**src/rtl/load_store_unit_if.sv**
```systemverilog
// Data-memory bus between the load/store unit (master) and data memory (slave).
// The request phase uses req/gnt. The response phase uses rvalid/rdata/err.
interface load_store_unit_if #(
    parameter int unsigned ADDR_WIDTH = 32,
    parameter int unsigned DATA_WIDTH = 32
) ();

    logic                    req;
    logic                    gnt;
    logic [ADDR_WIDTH-1:0]   addr;
    logic                    we;
    logic [3:0]              be;
    logic [DATA_WIDTH-1:0]   wdata;
    logic                    rvalid;
    logic [DATA_WIDTH-1:0]   rdata;
    logic                    err;

    modport master (
        output req, addr, we, be, wdata,
        input  gnt, rvalid, rdata, err
    );

    modport slave (
        input  req, addr, we, be, wdata,
        output gnt, rvalid, rdata, err
    );

endinterface

```
**src/rtl/load_store_unit.sv**
```systemverilog
// Load/store unit: the memory-access stage that follows execute.
// It takes one load or store from EX and runs one req/gnt/rvalid bus transaction.
// The core is stalled until the transaction completes.
// Load data is returned aligned and sign- or zero-extended.
// Misaligned accesses and the invalid type complete without any bus access.
module load_store_unit #(
    parameter int unsigned DATA_WIDTH = 32,
    parameter int unsigned ADDR_WIDTH = 32
) (
    input  logic                   clk,
    input  logic                   rst,
    input  logic                   data_req_i,
    input  logic                   data_we_i,
    input  logic [1:0]             data_type_i,
    input  logic                   data_sign_ext_i,
    input  logic [ADDR_WIDTH-1:0]  addr_i,
    input  logic [DATA_WIDTH-1:0]  wdata_i,
    output logic                   stall_o,
    output logic                   resp_valid_o,
    output logic [DATA_WIDTH-1:0]  rdata_o,
    output logic                   err_o,
    load_store_unit_if.master      mem_bus
);

    localparam logic [1:0] DT_BYTE = 2'b00;
    localparam logic [1:0] DT_HALF = 2'b01;
    localparam logic [1:0] DT_WORD = 2'b10;

    typedef enum logic [1:0] {
        ST_IDLE = 2'b00,
        ST_REQ  = 2'b01,
        ST_WAIT = 2'b10,
        ST_DONE = 2'b11
    } state_e;

    // A half access needs an even offset. A word access needs offset 0.
    // Type 11 is never accepted onto the bus.
    function automatic logic f_access_ok(input logic [1:0] dtype, input logic [1:0] off);
        logic ok;
        case (dtype)
            DT_BYTE: ok = 1'b1;
            DT_HALF: ok = (off[0] == 1'b0);
            DT_WORD: ok = (off == 2'b00);
            default: ok = 1'b0;
        endcase
        return ok;
    endfunction

    // Byte-lane enables for an access of the given size at the given offset.
    function automatic logic [3:0] f_byte_enable(input logic [1:0] dtype, input logic [1:0] off);
        logic [3:0] be;
        case (dtype)
            DT_BYTE: be = 4'b0001 << off;
            DT_HALF: be = 4'b0011 << off;
            DT_WORD: be = 4'b1111;
            default: be = 4'b0000;
        endcase
        return be;
    endfunction

    // Store data is replicated across lanes, so every enabled lane sees the right byte.
    function automatic logic [31:0] f_replicate(input logic [1:0] dtype, input logic [31:0] wdata);
        logic [31:0] rep;
        case (dtype)
            DT_BYTE: rep = {4{wdata[7:0]}};
            DT_HALF: rep = {2{wdata[15:0]}};
            DT_WORD: rep = wdata;
            default: rep = 32'h0000_0000;
        endcase
        return rep;
    endfunction

    // Move the addressed bytes down to bit 0, then sign- or zero-extend them.
    function automatic logic [31:0] f_format_load(input logic [31:0] raw,
                                                  input logic [1:0]  off,
                                                  input logic [1:0]  dtype,
                                                  input logic        sext);
        logic [31:0] sh;
        logic [31:0] res;
        sh = raw >> {off, 3'b000};
        case (dtype)
            DT_BYTE: res = sext ? {{24{sh[7]}}, sh[7:0]}   : {24'h00_0000, sh[7:0]};
            DT_HALF: res = sext ? {{16{sh[15]}}, sh[15:0]} : {16'h0000, sh[15:0]};
            DT_WORD: res = sh;
            default: res = 32'h0000_0000;
        endcase
        return res;
    endfunction

    state_e                  state_q, state_d;
    logic                    we_q, we_d;
    logic [1:0]              type_q, type_d;
    logic                    sign_q, sign_d;
    logic [1:0]              off_q, off_d;
    logic [3:0]              be_q, be_d;
    logic [DATA_WIDTH-1:0]   wdata_q, wdata_d;
    logic [ADDR_WIDTH-1:0]   word_addr_q, word_addr_d;
    logic [DATA_WIDTH-1:0]   rdata_q, rdata_d;
    logic                    err_q, err_d;

    logic                    accept_s;
    logic                    access_ok_s;
    logic                    bus_active_s;

    assign accept_s    = (state_q == ST_IDLE) && data_req_i;
    assign access_ok_s = f_access_ok(data_type_i, addr_i[1:0]);

    // Next-state logic of the access sequencer.
    always_comb begin
        state_d = state_q;
        case (state_q)
            ST_IDLE: begin
                if (data_req_i) begin
                    state_d = access_ok_s ? ST_REQ : ST_DONE;
                end else begin
                    state_d = ST_IDLE;
                end
            end
            ST_REQ: begin
                if (mem_bus.gnt) begin
                    state_d = ST_WAIT;
                end else begin
                    state_d = ST_REQ;
                end
            end
            ST_WAIT: begin
                // A response is accepted only here, so an rvalid that arrives together with gnt is ignored.
                if (mem_bus.rvalid) begin
                    state_d = ST_DONE;
                end else begin
                    state_d = ST_WAIT;
                end
            end
            ST_DONE: begin
                // data_req_i is still high for the retiring instruction, so it is not sampled here.
                state_d = ST_IDLE;
            end
            default: state_d = ST_IDLE;
        endcase
    end

    // Stall and response outputs, decoded from the current state.
    always_comb begin
        stall_o      = 1'b0;
        resp_valid_o = 1'b0;
        bus_active_s = 1'b0;
        case (state_q)
            ST_IDLE: stall_o = data_req_i && !rst;
            ST_REQ: begin
                stall_o      = 1'b1;
                bus_active_s = 1'b1;
            end
            ST_WAIT: stall_o = 1'b1;
            ST_DONE: resp_valid_o = 1'b1;
            default: stall_o = 1'b0;
        endcase
    end

    // Latch the request at accept, and capture the result on the edge that enters DONE.
    always_comb begin
        we_d        = we_q;
        type_d      = type_q;
        sign_d      = sign_q;
        off_d       = off_q;
        be_d        = be_q;
        wdata_d     = wdata_q;
        word_addr_d = word_addr_q;
        rdata_d     = rdata_q;
        err_d       = err_q;
        if (accept_s) begin
            we_d        = data_we_i;
            type_d      = data_type_i;
            sign_d      = data_sign_ext_i;
            off_d       = addr_i[1:0];
            be_d        = f_byte_enable(data_type_i, addr_i[1:0]);
            wdata_d     = f_replicate(data_type_i, wdata_i);
            word_addr_d = {addr_i[ADDR_WIDTH-1:2], 2'b00};
            if (!access_ok_s) begin
                rdata_d = {DATA_WIDTH{1'b0}};
                err_d   = 1'b1;
            end else begin
                rdata_d = rdata_q;
                err_d   = err_q;
            end
        end else if ((state_q == ST_WAIT) && mem_bus.rvalid) begin
            err_d = mem_bus.err;
            if (we_q || mem_bus.err) begin
                rdata_d = {DATA_WIDTH{1'b0}};
            end else begin
                rdata_d = f_format_load(mem_bus.rdata, off_q, type_q, sign_q);
            end
        end else begin
            rdata_d = rdata_q;
            err_d   = err_q;
        end
    end

    // State and datapath registers. Reset aborts any transaction in progress.
    always_ff @(posedge clk or posedge rst) begin
        if (rst) begin
            state_q     <= ST_IDLE;
            we_q        <= 1'b0;
            type_q      <= 2'b00;
            sign_q      <= 1'b0;
            off_q       <= 2'b00;
            be_q        <= 4'b0000;
            wdata_q     <= {DATA_WIDTH{1'b0}};
            word_addr_q <= {ADDR_WIDTH{1'b0}};
            rdata_q     <= {DATA_WIDTH{1'b0}};
            err_q       <= 1'b0;
        end else begin
            state_q     <= state_d;
            we_q        <= we_d;
            type_q      <= type_d;
            sign_q      <= sign_d;
            off_q       <= off_d;
            be_q        <= be_d;
            wdata_q     <= wdata_d;
            word_addr_q <= word_addr_d;
            rdata_q     <= rdata_d;
            err_q       <= err_d;
        end
    end

    assign rdata_o       = rdata_q;
    assign err_o         = err_q;

    // Bus outputs come from latched values and are zero whenever no request is in flight.
    assign mem_bus.req   = bus_active_s;
    assign mem_bus.addr  = bus_active_s ? word_addr_q : {ADDR_WIDTH{1'b0}};
    assign mem_bus.we    = bus_active_s ? we_q : 1'b0;
    assign mem_bus.be    = bus_active_s ? be_q : 4'b0000;
    assign mem_bus.wdata = bus_active_s ? wdata_q : {DATA_WIDTH{1'b0}};

endmodule

```
**src/flat_wrapper.sv**
```systemverilog
// flat-port wrapper written by rule: the top's interface ports become plain ports
module load_store_unit_flat 
#(
    parameter int unsigned DATA_WIDTH = 32,
    parameter int unsigned ADDR_WIDTH = 32
)
  (clk, rst, data_req_i, data_we_i, data_type_i, data_sign_ext_i, addr_i, wdata_i, stall_o, resp_valid_o, rdata_o, err_o, mem_bus_req, mem_bus_addr, mem_bus_we, mem_bus_be, mem_bus_wdata, mem_bus_gnt, mem_bus_rvalid, mem_bus_rdata, mem_bus_err);
  load_store_unit_if #(.ADDR_WIDTH(ADDR_WIDTH), .DATA_WIDTH(DATA_WIDTH)) mem_bus_i ();
  input  logic clk;
  input  logic rst;
  input  logic data_req_i;
  input  logic data_we_i;
  input  logic [1:0] data_type_i;
  input  logic data_sign_ext_i;
  input  logic [ADDR_WIDTH-1:0] addr_i;
  input  logic [DATA_WIDTH-1:0] wdata_i;
  output logic stall_o;
  output logic resp_valid_o;
  output logic [DATA_WIDTH-1:0] rdata_o;
  output logic err_o;
  output wire logic [$bits(mem_bus_i.req)-1:0] mem_bus_req;
  output wire logic [$bits(mem_bus_i.addr)-1:0] mem_bus_addr;
  output wire logic [$bits(mem_bus_i.we)-1:0] mem_bus_we;
  output wire logic [$bits(mem_bus_i.be)-1:0] mem_bus_be;
  output wire logic [$bits(mem_bus_i.wdata)-1:0] mem_bus_wdata;
  input wire logic [$bits(mem_bus_i.gnt)-1:0] mem_bus_gnt;
  input wire logic [$bits(mem_bus_i.rvalid)-1:0] mem_bus_rvalid;
  input wire logic [$bits(mem_bus_i.rdata)-1:0] mem_bus_rdata;
  input wire logic [$bits(mem_bus_i.err)-1:0] mem_bus_err;
  assign mem_bus_req = mem_bus_i.req;
  assign mem_bus_addr = mem_bus_i.addr;
  assign mem_bus_we = mem_bus_i.we;
  assign mem_bus_be = mem_bus_i.be;
  assign mem_bus_wdata = mem_bus_i.wdata;
  assign mem_bus_i.gnt = mem_bus_gnt;
  assign mem_bus_i.rvalid = mem_bus_rvalid;
  assign mem_bus_i.rdata = mem_bus_rdata;
  assign mem_bus_i.err = mem_bus_err;
  load_store_unit #(.DATA_WIDTH(DATA_WIDTH), .ADDR_WIDTH(ADDR_WIDTH)) u_core (.clk(clk), .rst(rst), .data_req_i(data_req_i), .data_we_i(data_we_i), .data_type_i(data_type_i), .data_sign_ext_i(data_sign_ext_i), .addr_i(addr_i), .wdata_i(wdata_i), .stall_o(stall_o), .resp_valid_o(resp_valid_o), .rdata_o(rdata_o), .err_o(err_o), .mem_bus(mem_bus_i));
endmodule
```
**config.mk**
```make
export PLATFORM = sky130hd
export DESIGN_NAME = load_store_unit_flat
export DESIGN_NICKNAME = d
export VERILOG_FILES = /design/src/rtl/load_store_unit_if.sv /design/src/rtl/load_store_unit.sv /design/src/flat_wrapper.sv
export SDC_FILE = /design/constraint.sdc
export NUM_CORES = 1
export LEC_CHECK = 0
export BUFFER_PORTS_ARGS = -buffer_cell sky130_fd_sc_hd__clkbuf_2
export CORE_ASPECT_RATIO = 0.9
export CORE_MARGIN = 2
export CORE_UTILIZATION = 45
export DETAILED_ROUTE_END_ITERATION = 8
export PLACE_DENSITY = 0.78
export SYNTH_ARGS = -nofsm -noshare
export SYNTH_HDL_FRONTEND = slang
export SYNTH_SLANG_ARGS = --single-unit
```
**constraint.sdc**
```tcl
create_clock -name clk -period 2.6 [get_ports clk]
set_input_delay 0 -clock clk [delete_from_list [all_inputs] [get_ports clk]]
set_output_delay 0 -clock clk [all_outputs]
set_load 0.05 [all_outputs]
```
# Yosys cells after proc, flatten, opt, wreduce, memory -nomap -nowiden
# Cells that the tools add are included.
totals:
  elab_cells: 59
  output_inout_bits: 105
  register_bits: 107
  inputBits: 106
op_classes:
  n_reduce_logical: 12
  n_shift: 3
  n_bitwise: 1
  n_eq_ne: 8
  mux: 25
op_table:
  columns: ["cell", "count"]
  rows:
  - ["32-bit 2-to-1 mux", 8]
  - ["32-bit one-hot mux with 3 select lines", 2]
  - ["32-bit by 5-bit right shift with 32-bit output", 1]
  - ["4-bit one-hot mux with 3 select lines", 1]
  - ["2-bit == test, second input constant", 4]
  - ["2-bit logical NOT", 4]
  - ["2-bit one-hot mux with 4 select lines", 1]
  - ["1-bit 2-to-1 mux", 7]
  - ["2-bit by 1-bit == test with 1-bit output, second input constant", 3]
  - ["2-bit 2-to-1 mux", 3]
  - ["4-bit 2-to-1 mux", 1]
  - ["1-bit by 2-bit << shifter with 4-bit output, first input constant", 1]
  - ["2-bit by 2-bit << shifter with 4-bit output, first input constant", 1]
  - ["1-bit logical AND", 3]
  - ["1-bit one-hot mux with 3 select lines", 1]
  - ["2-bit != test, second input constant", 1]
  - ["1-bit one-hot mux with 2 select lines", 1]
  - ["2-bit AND reduction", 1]
  - ["2-bit nonzero test", 1]
  - ["2-bit OR reduction", 1]
  - ["1-bit logical NOT", 1]
  - ["1-bit logical OR", 1]
  - ["1-bit NOT", 1]

# Logic depth before layout (Yosys ltp)
# Gate-level depths: netlist (run 1).
logic_depth:
  ltp_word: 6
  ltp_mapped: 8
  ltp_nobuf: 6

# Worst setup path before layout (run 1)
# OpenSTA, ideal clock, no wires.
synth_path:
  path_type: "input-to-output"
  startpoint: "input rst"
  endpoint: "output stall_o"
  n_path_buf: 0
  stages: 3
  required_ns: 2.600
  t_arrival_ns: 3.128
  setup_slack_ns: -0.528
  path_cell_list: "inv_1 -> a21oi_1 -> nor2_1"
synth_between:
  elab_chain_cells: 3
synth_lines:
  columns: ["element", "line_no", "rtl"]
  rows:
  - ["start: declaration", "flat_wrapper.sv:10", "input logic rst;"]
  - ["1-bit logical NOT", "load_store_unit.sv:148", "ST_IDLE: stall_o = data_req_i && !rst;"]
  - ["1-bit logical AND", "load_store_unit.sv:148", null]
  - ["1-bit one-hot mux with 2 select lines", "load_store_unit.sv:147", "case (state_q)"]
  - ["end: declaration", "flat_wrapper.sv:17", "output logic stall_o;"]
# No other way between the ends.

# Final worst setup path (run 1)
layout_path:
  startpoint: "register u_core.state_q[1]"
  endpoint: "output stall_o"
layout_between:
  elab_chain_cells: 3
  word_cells_on_any_way: 5
  cone_classes: "eq/ne (2); mux (1); reduce/logical (2)"
layout_lines:
  columns: ["element", "line_no", "rtl"]
  rows:
  - ["start: declaration", "load_store_unit.sv:90", "state_e state_q, state_d;"]
  - ["start signal: assignment", "load_store_unit.sv:212", "state_q <= state_d;"]
  - ["2-bit by 1-bit == test with 1-bit output or 2-bit == test (tied branches)", "load_store_unit.sv:147", null]
  - ["2-bit OR reduction (no source line)", null, null]
  - ["1-bit one-hot mux with 2 select lines (*)", "load_store_unit.sv:147", null]
# Every way passes the cells marked *; elsewhere a longest branch is shown, timed or not.

==> qor.yml, run 1 <==
sta:
  fin_hold_ws_ns: 0.0284
  fin_crit_sh_pct: 85.1
  setup_viol: 0
  worstMarginPinSlew_ns: 0.925
  min_period_ns: 2.21
  tns_ns: 0
  fmax_ghz: 0.452
  skew_ns: 0.00641
  hold_violations: 0
  slew-limit-headroom_pct: 38.4
  drv_slew: 0
  rsz0062_at_grt: "false"
clocking:
  cts-root-buf: "clkbuf_16"
  cts_setup_buffers: 0
  clockBufferDepth: 2
  cts_tree: "built"
  cts_max_level: 3
  clk-insertion-delay-late_ns: 0.35
  cts_buffers: 9
  clkTransAtPathRegs_ns: 0.07
  cts_sinks: 107
placement:
  post-dp-hpwl_um: 10800
  io_buffers: 208
  routabilityCongestion: 0.890
synth:
  ys_seq_area_share_pct: 49.0
  ys_ff_latch: 107
  synth_cell_types: 38
  syn_area_per_cell_um2: 10.5
  syn_area_um2: 5460
  synthCells: 521
  ys_warn_count: 0
critical_path:
  cpMaxStageDelayCell: "buf_4"
  cp-start-kind: "flop"
  cpPeakStageDelay_ns: 0.41
  crit_fanout: 38
  r2r_end: "u_core.rdata_o[25]"
  worstSetupPathType: "reg -> out"
  startpoint: "u_core.state_q[1]"
  crit_path_end_kind: "primary output"
  timing.rr.start: "u_core.state_q[0]"
  r2r_slack_ns: 0.47
  cp.required_ns: 2.60
  crit_chain: "inv_1 > ha_1 > and2_2 > buf_4 > a21oi_1 > nor2_1 > clkbuf_2"
  reg2reg_depth: 6
  arrival_ns: 2.21
floorplan:
  fp.dieW_um: 120
  rows: 38
  pin_count: 211
  die-area_um2: 13000
  core_area_um2: 11900
  start_util_pct: 45.8
  die_h_um: 109
global_routing:
  grt_pass1_wl_um: 25500
  antenna_found_initial: 0
  grt_max_degree: 108
  grt.overflow.total: 0
  grt.total_usage_pct: 25.2
  grt_pass1_vias: 5098
route:
  wl_per_cell_um: 17.4
  drc: 0
  ant_nets: 0
  dr.max_layer_used: "met4"
  met2_length_um: 7770
  num_vias: 5060
  routed_via_density: 5.38
  wl_met1_um: 6860
  drtPass1Iterations: 5
  drt_iter0_markers: 302
  dr_wl_met3_um: 1350
  wl_um: 16300
layout:
  nFillCells: 945
  synthToLayoutAreaGrowth_pct: 39.2
  drive_gt1_share_pct: 36.7
  finalNetCount: 885
  final_cell_mix: "clkbuf_2 (208), dfrtp_1 (107), and2_1 (68), dlygate4sd3_1 (68), o21ai_0 (44)"
  diodes: 0
  final_common_cell: "clkbuf_2"
min_path:
  min_from: "addr_i[0]"
  whs_endpoint: "u_core.off_q[0]"
  holdPathStages: 2
  hp-class: "in -> reg"
power:
  p_clk_share_pct: 16.4
  p_switching_mw: 3.92
  p_seq_share_pct: 31.9
  worst_ir_drop_vdd_mv: 0.744
  p_int_mw: 4.50
  power.share.combinational_pct: 51.7
  netSwitchingFraction_pct: 46.6
  power_density_nw_per_um2: 1110
  power_leakage_nw: 3.81
flow_run:
  cap_violations: 0
outcome:
  status: "complete, no violations"
## through the flow
stage | area [um2] | std cells | power, mW | util, % | setup WS [ns]
after floorplan | 5470 | 522 | 5.96 | - | 0.456
after global placement | 6620 | 856 | 6.82 | 55.5 | 0.632
after detailed placement | 6620 | 856 | 6.94 | 55.5 | 0.499
after CTS | 7600 | 940 | 8.43 | 63.7 | 0.372
after global routing | 7600 | 940 | 8.87 | 63.7 | 0.247
final | 7600 | 940 | 8.42 | 63.7 | 0.389
## power groups by stage
stage | combinational (mW) | sequential (mW) | clock, mW
4_1_cts | 4.34 | 2.67 | 1.42
3_5_place_dp | 4.25 | 2.69 | 0
2_1_floorplan | 3.09 | 2.86 | 0
6_report | 4.35 | 2.69 | 1.38
5_1_grt | 4.62 | 2.76 | 1.48
3_3_place_gp | 4.17 | 2.65 | 0
## layer usage
| layer | up-vias | track usage (%) |
|---|---|---|
| met3 | 30 | 7.59 |
| met4 | 0 | 9.08 |
| li1 | 2340 | - |
| met5 | - | 0 |
| met1 | 2447 | 31.4 |
| met2 | 243 | 41.6 |
## worst max-delay path by stage
stage | endpoint | slack, ns | cells after the start
after global placement | u_core.rdata_o[28] | 0.63 | 6
after detailed placement | u_core.rdata_o[25] | 0.50 | 6
after floorplan | stall_o | 0.46 | 7
after CTS | stall_o | 0.37 | 7
after global routing | stall_o | 0.25 | 7
final | stall_o | 0.39 | 7
## final cells by class
cell class | count | area [um2] | share of cell area (%)
well taps | 160 | 200 | 2.63
clock inverters | 7 | 76.3 | 1.00
flip-flops and latches | 107 | 2680 | 35.2
inverters | 8 | 33.8 | 0.444
repair buffers | 286 | 1820 | 24.0
multi-input cells | 363 | 2570 | 33.8
clock buffers | 9 | 225 | 2.96
## logic make-up after synthesis
kind of cell | Yosys count | share of synthesized area, %
buffers and inverters | 52 | 4.19
adders and majority gates | 4 | 0.916
and+or+nand+nor | 149 | 15.4
xor gates and xnor gates | 1 | 0.160
muxes | 60 | 12.2
other | 1 | 0.0687
AOI/OAI and AO/OA | 147 | 18.1
DFF | 107 | 49.0
## synth_stat cells (all sizes together)
| cell type | instances | area, um2 |
|---|---|---|
| and2 | 69 | 432 |
| nor3b | 2 | 15.0 |
| a311o | 1 | 10.0 |
| o21a | 1 | 7.51 |
| a2bb2oi | 16 | 140 |
| nand2 | 41 | 154 |
| clkbuf | 28 | 105 |
| o221ai | 1 | 8.76 |
| mux2 | 41 | 462 |
| nor2 | 13 | 48.8 |
| nand4 | 2 | 12.5 |
| inv | 8 | 30.0 |
| conb | 1 | 3.75 |
| dfrtp | 107 | 2680 |
| a221o | 8 | 80.1 |
| or2 | 1 | 6.26 |
| nand3b | 7 | 52.6 |
| nand2b | 1 | 13.8 |
| nor4b | 2 | 38.8 |
| a22o | 11 | 96.3 |
| nor2b | 10 | 62.6 |
| a211o | 8 | 70.1 |
| ha | 4 | 50.1 |
| o21ai | 46 | 230 |
| nor3 | 1 | 5.00 |
| a21boi | 1 | 7.51 |
| buf | 16 | 93.8 |
| a21oi | 38 | 190 |
| xor2 | 1 | 8.76 |
| a2111oi | 1 | 15.0 |
| mux4 | 1 | 22.5 |
| mux2i | 18 | 180 |
| o2bb2ai | 15 | 131 |
## critical path: cells and delay by family (launching register included)
kind                     cells  cell delay, ns
AO/OA/AOI/OAI                1            0.14
adder cells (fa/ha/maj)      1            0.22
buffers and inverters        3            0.79
flip-flops                   1            0.40
AND/OR/NAND/NOR              2            0.29
## state kept, by name, indices dropped and copies added, names as in the netlist
name,count
u_core.rdata_o,32
u_core.wdata_q,32
u_core.word_addr_q,30
u_core.be_q,4
u_core.off_q,2
u_core.state_q,2
u_core.type_q,2
u_core.err_o,1
u_core.sign_q,1
u_core.we_q,1
## repair_timing
item | CTS | global route
hold buffers | 68 | 0
gates resized for setup | 0 | 0
endpoints found under the hold margin | 179 | 0
Note: power is estimated with default switching activity, not from simulation.
==> run 2: changes to the inputs <==
--- a/config.mk
+++ b/config.mk
@@ -6,10 +6,11 @@
 export NUM_CORES = 1
 export LEC_CHECK = 0
 export BUFFER_PORTS_ARGS = -buffer_cell sky130_fd_sc_hd__clkbuf_2
-export CORE_ASPECT_RATIO = 0.9
+export CORE_ASPECT_RATIO = 0.75
 export CORE_MARGIN = 2
 export CORE_UTILIZATION = 45
 export DETAILED_ROUTE_END_ITERATION = 8
+export GPL_TIMING_DRIVEN = 0
 export PLACE_DENSITY = 0.78
 export SYNTH_ARGS = -nofsm -noshare
 export SYNTH_HDL_FRONTEND = slang
==> qor.yml, run 2 (synthesis gave the netlist of run 1 again) <==
floorplan:
  fp.dieW_um: 131  # was 120 um
  core_area_um2: 11700  # was 11900 um2
  die-area_um2: 13000  # about the same
  start_util_pct: 46.7  # was 45.8%
  rows: 34  # was 38
  pin_count: 211  # unchanged
  die_h_um: 99.4  # was 109 um
layout:
  synthToLayoutAreaGrowth_pct: 41.5  # was 39.2%
  final_common_cell: "clkbuf_2"  # unchanged
  final_cell_mix: "clkbuf_2 (209), dfrtp_1 (107), and2_1 (69)"  # was clkbuf_2 (208), dfrtp_1 (107), and2_1 (68), dlygate4sd3_1 (68), o21ai_0 (44)
  fin_area_um2: 7730  # was 7600 um2
  nFillCells: 915  # was 945
  finalNetCount: 920  # was 885
  diodes: 0  # unchanged
  drive_gt1_share_pct: 35.3  # was 36.7%
sta:
  drv_slew: 0  # unchanged
  worstMarginPinSlew_ns: 0.945  # was 0.925 ns
  setup_viol: 0  # unchanged
  skew_ns: 0.00496  # was 0.00641 ns
  fin_crit_sh_pct: 92.7  # was 85.1%
  fmax_ghz: 0.415  # was 0.452 GHz
  hold_violations: 0  # unchanged
  min_period_ns: 2.41  # was 2.21 ns
  rsz0062_at_grt: "false"  # unchanged
  slew-limit-headroom_pct: 37.0  # was 38.4%
route:
  routed_via_density: 5.28  # was 5.38
  drtPass1Iterations: 5  # unchanged
  ant_nets: 0  # unchanged
  num_vias: 5156  # was 5060
  drt_iter0_markers: 264  # was 302
  wl_um: 17600  # was 16300 um
  drc: 0  # unchanged
  wl_per_cell_um: 18.0  # was 17.4 um
power:
  power_leakage_nw: 3.88  # was 3.81 nW
  worst_ir_drop_vdd_mv: 0.548  # was 0.744 mV
  p_switching_mw: 4.09  # was 3.92 mW
  netSwitchingFraction_pct: 47.9  # was 46.6%
  p_clk_share_pct: 15.8  # was 16.4%
  power.share.combinational_pct: 53.1  # was 51.7%
  power_density_nw_per_um2: 1110  # about the same
  p_seq_share_pct: 31.1  # was 31.9%
  finalPower_mw: 8.55  # was 8.42 mW
  p_int_mw: 4.46  # was 4.50 mW
critical_path:
  cp.required_ns: 2.60  # about the same
  crit_fanout: 10  # was 38
  worstSetupPathType: "reg -> out"  # unchanged
  crit_path_end_kind: "primary output"  # unchanged
  arrival_ns: 2.41  # was 2.21 ns
  cp-start-kind: "flop"  # unchanged
placement:
  io_buffers: 207  # was 208
  routabilityCongestion: 0.915  # was 0.890
  post-dp-hpwl_um: 12800  # was 10800 um
  place_area_um2: 6750  # was 6620 um2
clocking:
  clk-insertion-delay-late_ns: 0.35  # about the same
  cts_sinks: 107  # unchanged
  cts_buffers: 9  # unchanged
  cts_max_level: 3  # unchanged
  clockBufferDepth: 2  # unchanged
  clkTransAtPathRegs_ns: 0.07  # about the same
  cts_setup_buffers: 0  # unchanged
  cts_tree: "built"  # unchanged
  cts-root-buf: "clkbuf_16"  # unchanged
global_routing:
  grt_pass1_vias: 5237  # was 5098
  grt_max_degree: 45  # was 108
  grt.total_usage_pct: 27.4  # was 25.2%
  antenna_found_initial: 0  # unchanged
  grt_pass1_wl_um: 28100  # was 25500 um
  grt.overflow.total: 0  # unchanged
outcome:
  status: "complete, no violations"  # unchanged
min_path:
  hp-class: "in -> reg"  # unchanged
flow_run:
  cap_violations: 0  # unchanged
## run 2: cell count changes in the layout (fill, tap and decap cells not counted), moves of 2 or more
cell | previous run | this run
buf_4 | 8 | 2
clkbuf_1 | 0 | 26
inv_8 | 0 | 2
buf_1 | 0 | 3
clkinvlp_4 | 3 | 1
buf_6 | 0 | 2
buf_2 | 0 | 8
## run 2: final timing paths
path                                          end  cells past startpoint  slack, ns         startpoint
max in group asynchronous      u_core.wdata_q[30]                      5       1.43                rst
setup / recovery                          stall_o                      8       0.19  u_core.state_q[1]
hold / removal                 u_core.wdata_q[28]                      3       0.03        wdata_i[12]
min in group asynchronous  u_core.word_addr_q[12]                      3       0.27                rst
hold reg to reg                    u_core.be_q[0]                      2       0.46     u_core.be_q[0]
setup reg to reg               u_core.rdata_o[24]                      8       0.24  u_core.state_q[0]
## run 2: stage by stage
step	setup TNS, ns	hold WS (ns)	cells	setup WS (ns)	util, %
after global routing	0	0.0456	977	0.000791	66.1
final	0	0.0252	977	0.189	66.1
after global placement	-0.348	0.220	891	-0.348	57.3
after floorplan	0	0.117	522	0.456	-
after CTS	0	0.0110	977	0.0584	66.0
after detailed placement	0	0.0770	893	0.283	57.7
## run 2: area by class of cell
class / instances / area, um2 / area share (%)
Multi-Input combinational cell: 363 / 2560 / 33.1
Tap cell: 162 / 203 / 2.62
Buffer: 44 / 204 / 2.64
Clock buffer: 9 / 225 / 2.91
Clock inverter: 7 / 70.1 / 0.907
Timing Repair Buffer: 277 / 1760 / 22.7
Inverter: 8 / 33.8 / 0.437
Sequential cell: 107 / 2680 / 34.6
## run 2: power groups by stage
stage	Sequential [mW]	Combinational (mW)	Clock, mW
2_1_floorplan	2.86	3.09	0
3_3_place_gp	2.64	4.35	0
3_5_place_dp	2.67	4.42	0
4_1_cts	2.64	4.52	1.39
5_1_grt	2.73	4.84	1.47
6_report	2.65	4.54	1.35
## run 2: timing repair
item	CTS	global route
hold endpoints to repair	92	0
pin swaps	0	0
setup endpoints to repair	1	11
gates resized for setup	1	3
hold buffers	68	0
## run 2: critical path: stages, from the launching register on
cell and delay (ns):
dfrtp_1 0.41, inv_1 0.09, ha_1 0.21, and2_1 0.22, clkbuf_2 0.32, clkbuf_4 0.30, a21oi_1 0.09, nor2_1 0.13
clkbuf_2 0.29
## run 2: metal layers
layer  wire (um)  track usage [%]  vias up
li1            -                -     2411
met1        8060             37.7     2486
met2        7890             42.6      228
met3        1360             8.72       31
met4         314             6.77        0
met5           0                0        -
==> run 3: changes to the inputs <==
--- a/config.mk
+++ b/config.mk
@@ -5,13 +5,14 @@
 export SDC_FILE = /design/constraint.sdc
 export NUM_CORES = 1
 export LEC_CHECK = 0
-export BUFFER_PORTS_ARGS = -buffer_cell sky130_fd_sc_hd__clkbuf_2
+export CAP_MARGIN = 10
 export CORE_ASPECT_RATIO = 0.75
 export CORE_MARGIN = 2
 export CORE_UTILIZATION = 45
 export DETAILED_ROUTE_END_ITERATION = 8
+export DONT_BUFFER_PORTS = 1
 export GPL_TIMING_DRIVEN = 0
-export PLACE_DENSITY = 0.78
+export PLACE_DENSITY = 0.63
 export SYNTH_ARGS = -nofsm -noshare
 export SYNTH_HDL_FRONTEND = slang
 export SYNTH_SLANG_ARGS = --single-unit
==> qor.yml, run 3 (synthesis gave the netlist of run 1 again) <==
outcome:
  status: "complete, no violations"  # unchanged
route:
  routed_via_density: 5.67  # was 5.28
  drtPass1Iterations: 4  # was 5
  dr_wl_met3_um: 1590  # was 1360 um
  drc: 0  # unchanged
  ant_nets: 0  # unchanged
  wl_per_cell_um: 21.5  # was 18.0 um
  wl_um: 16800  # was 17600 um
  met2_length_um: 7250  # was 7890 um
  drt_iter0_markers: 316  # was 264
  num_vias: 4448  # was 5156
  dr.max_layer_used: "met4"  # unchanged
  wl_met1_um: 7600  # was 8060 um
clocking:
  clkTransAtPathRegs_ns: 0.08  # was 0.07 ns
  cts_max_level: 3  # unchanged
  cts_sinks: 107  # unchanged
  cts_tree: "built"  # unchanged
  cts-root-buf: "clkbuf_16"  # unchanged
  clk-insertion-delay-late_ns: 0.35  # about the same
  cts_setup_buffers: 0  # unchanged
  cts_buffers: 9  # unchanged
  clockBufferDepth: 2  # unchanged
power:
  power_density_nw_per_um2: 1190  # was 1110 nW/um2
  power_leakage_nw: 3.03  # was 3.88 nW
  worst_ir_drop_vdd_mv: 0.538  # was 0.548 mV
placement:
  numPlacedInstances: 686  # was 893
  post-dp-hpwl_um: 11800  # was 12800 um
  io_buffers: 0  # was 207
  place_area_um2: 5710  # was 6750 um2
  place_ws_ns: -0.0484  # was 0.283 ns
  routabilityCongestion: 0.919  # was 0.915
critical_path:
  r2r_slack_ns: 0.14  # was 0.24 ns
  cp-start-kind: "flop"  # unchanged
  crit_path_end_kind: "flop"  # was primary output
  crit_fanout: 10  # unchanged
  cp.required_ns: 2.89  # was 2.60 ns
  arrival_ns: 2.75  # was 2.41 ns
  worstSetupPathType: "reg -> reg"  # was reg -> out
sta:
  rsz0062_at_grt: "false"  # unchanged
  min_period_ns: 2.46  # was 2.41 ns
  setup_viol: 0  # unchanged
  fin_ws_ns: 0.142  # was 0.189 ns
  worstMarginPinSlew_ns: 0.863  # was 0.945 ns
  fmax_ghz: 0.407  # was 0.415 GHz
  slew-limit-headroom_pct: 42.1  # was 37.0%
  drv_slew: 0  # unchanged
  tns_ns: 0  # unchanged
  fin_crit_sh_pct: 94.5  # was 92.7%
  hold_violations: 0  # unchanged
  fin_hold_ws_ns: 0.00966  # was 0.0252 ns
  skew_ns: 0.0121  # was 0.00496 ns
layout:
  final_cell_mix: "dfrtp_1 (107), dlygate4sd3_1 (81), and2_1 (59)"  # was clkbuf_2 (209), dfrtp_1 (107), and2_1 (69)
  seqCellArea_um2: 2680  # unchanged
  final_common_cell: "dfrtp_1"  # was clkbuf_2
  synthToLayoutAreaGrowth_pct: 25.5  # was 41.5%
  multi_input_area_um2: 2580  # was 2560 um2
  fin_cells: 785  # was 977
  drive_gt1_share_pct: 15.1  # was 35.3%
  nFillCells: 969  # was 915
  finalNetCount: 727  # was 920
  fin_area_um2: 6850  # was 7730 um2
global_routing:
  grt_pass1_vias: 4631  # was 5237
  grt.total_usage_pct: 26.0  # was 27.4%
  grt_pass1_wl_um: 26400  # was 28100 um
  antenna_found_initial: 1  # was 0
  grt_max_degree: 40  # was 45
  grt.overflow.total: 0  # unchanged
floorplan:
  fp.dieW_um: 131  # unchanged
  pin_count: 211  # unchanged
  start_util_pct: 46.7  # unchanged
  die_h_um: 99.4  # unchanged
  rows: 34  # unchanged
  die-area_um2: 13000  # unchanged
  core_area_um2: 11700  # unchanged
flow_run:
  cap_violations: 0  # unchanged
min_path:
  hp-class: "in -> reg"  # unchanged
## run 3: cell types whose count changed in the layout (fill, tap and decap cells not counted), sizes merged
cell / change
inv: +2
diode: +1
clkinvlp: +1
clkbuf: -208
clkinv: -2
buf: +1
dlygate4sd3: +13
## run 3: final cells by class
cell class | count | share of cell area, %
timing repair buffer | 83 | 12.4
clock inverter | 7 | 1.08
clock buffer | 9 | 3.29
multi-input combinational | 363 | 37.7
antenna | 1 | 0.0365
tap | 162 | 2.96
buffer | 44 | 2.94
timing repair inverter | 1 | 0.0730
sequential | 107 | 39.1
inverter | 8 | 0.493
## run 3: per-stage QoR
stage	utilization, %	total power, mW
floorplan	-	5.96
global placement	48.5	6.54
detailed placement	48.8	6.62
CTS	58.5	8.11
global route	58.6	8.60
finish	58.6	8.15
## run 3: timing repair
item                                   4_1_cts  5_1_grt
hold buffers                                81        0
setup endpoints to repair                   11       11
endpoints found under the hold margin      122        0
gates resized for setup                     12        4
cloned                                       0        1
## run 3: final timing paths
check / startpoint / endpoint / cells past startpoint
max: u_core.state_q[0] / u_core.rdata_o[31] / 8
min: wdata_i[9] / u_core.wdata_q[9] / 3
max reg2reg: u_core.state_q[0] / u_core.rdata_o[31] / 8
min reg2reg: u_core.be_q[0] / u_core.be_q[0] / 2
max in group asynchronous: rst / u_core.wdata_q[7] / 4
min in group asynchronous: rst / u_core.word_addr_q[7] / 2
## run 3: metal layers
layer | track usage (%) | vias up
met4 | 8.78 | 0
met5 | 0 | -
li1 | - | 2034
met3 | 8.31 | 33
met1 | 36.1 | 2169
met2 | 38.8 | 212
## run 3: critical path, stage by stage, from the launching register on
cell and delay, ns:
dfrtp_1 0.41, inv_1 0.09, ha_1 0.18, and2_1 0.12, clkbuf_1 0.20, nand4_1 0.43, nor4b_4 0.63, buf_6 0.22
a221o_1 0.12
## run 3: report_power, final
part | switching, mW | internal, mW | total, mW | leakage (nW)
registers | 0.666 | 2.30 | 2.97 | 1.36
clock network | 0.671 | 0.684 | 1.36 | 0.148
logic | 2.64 | 1.19 | 3.83 | 1.52
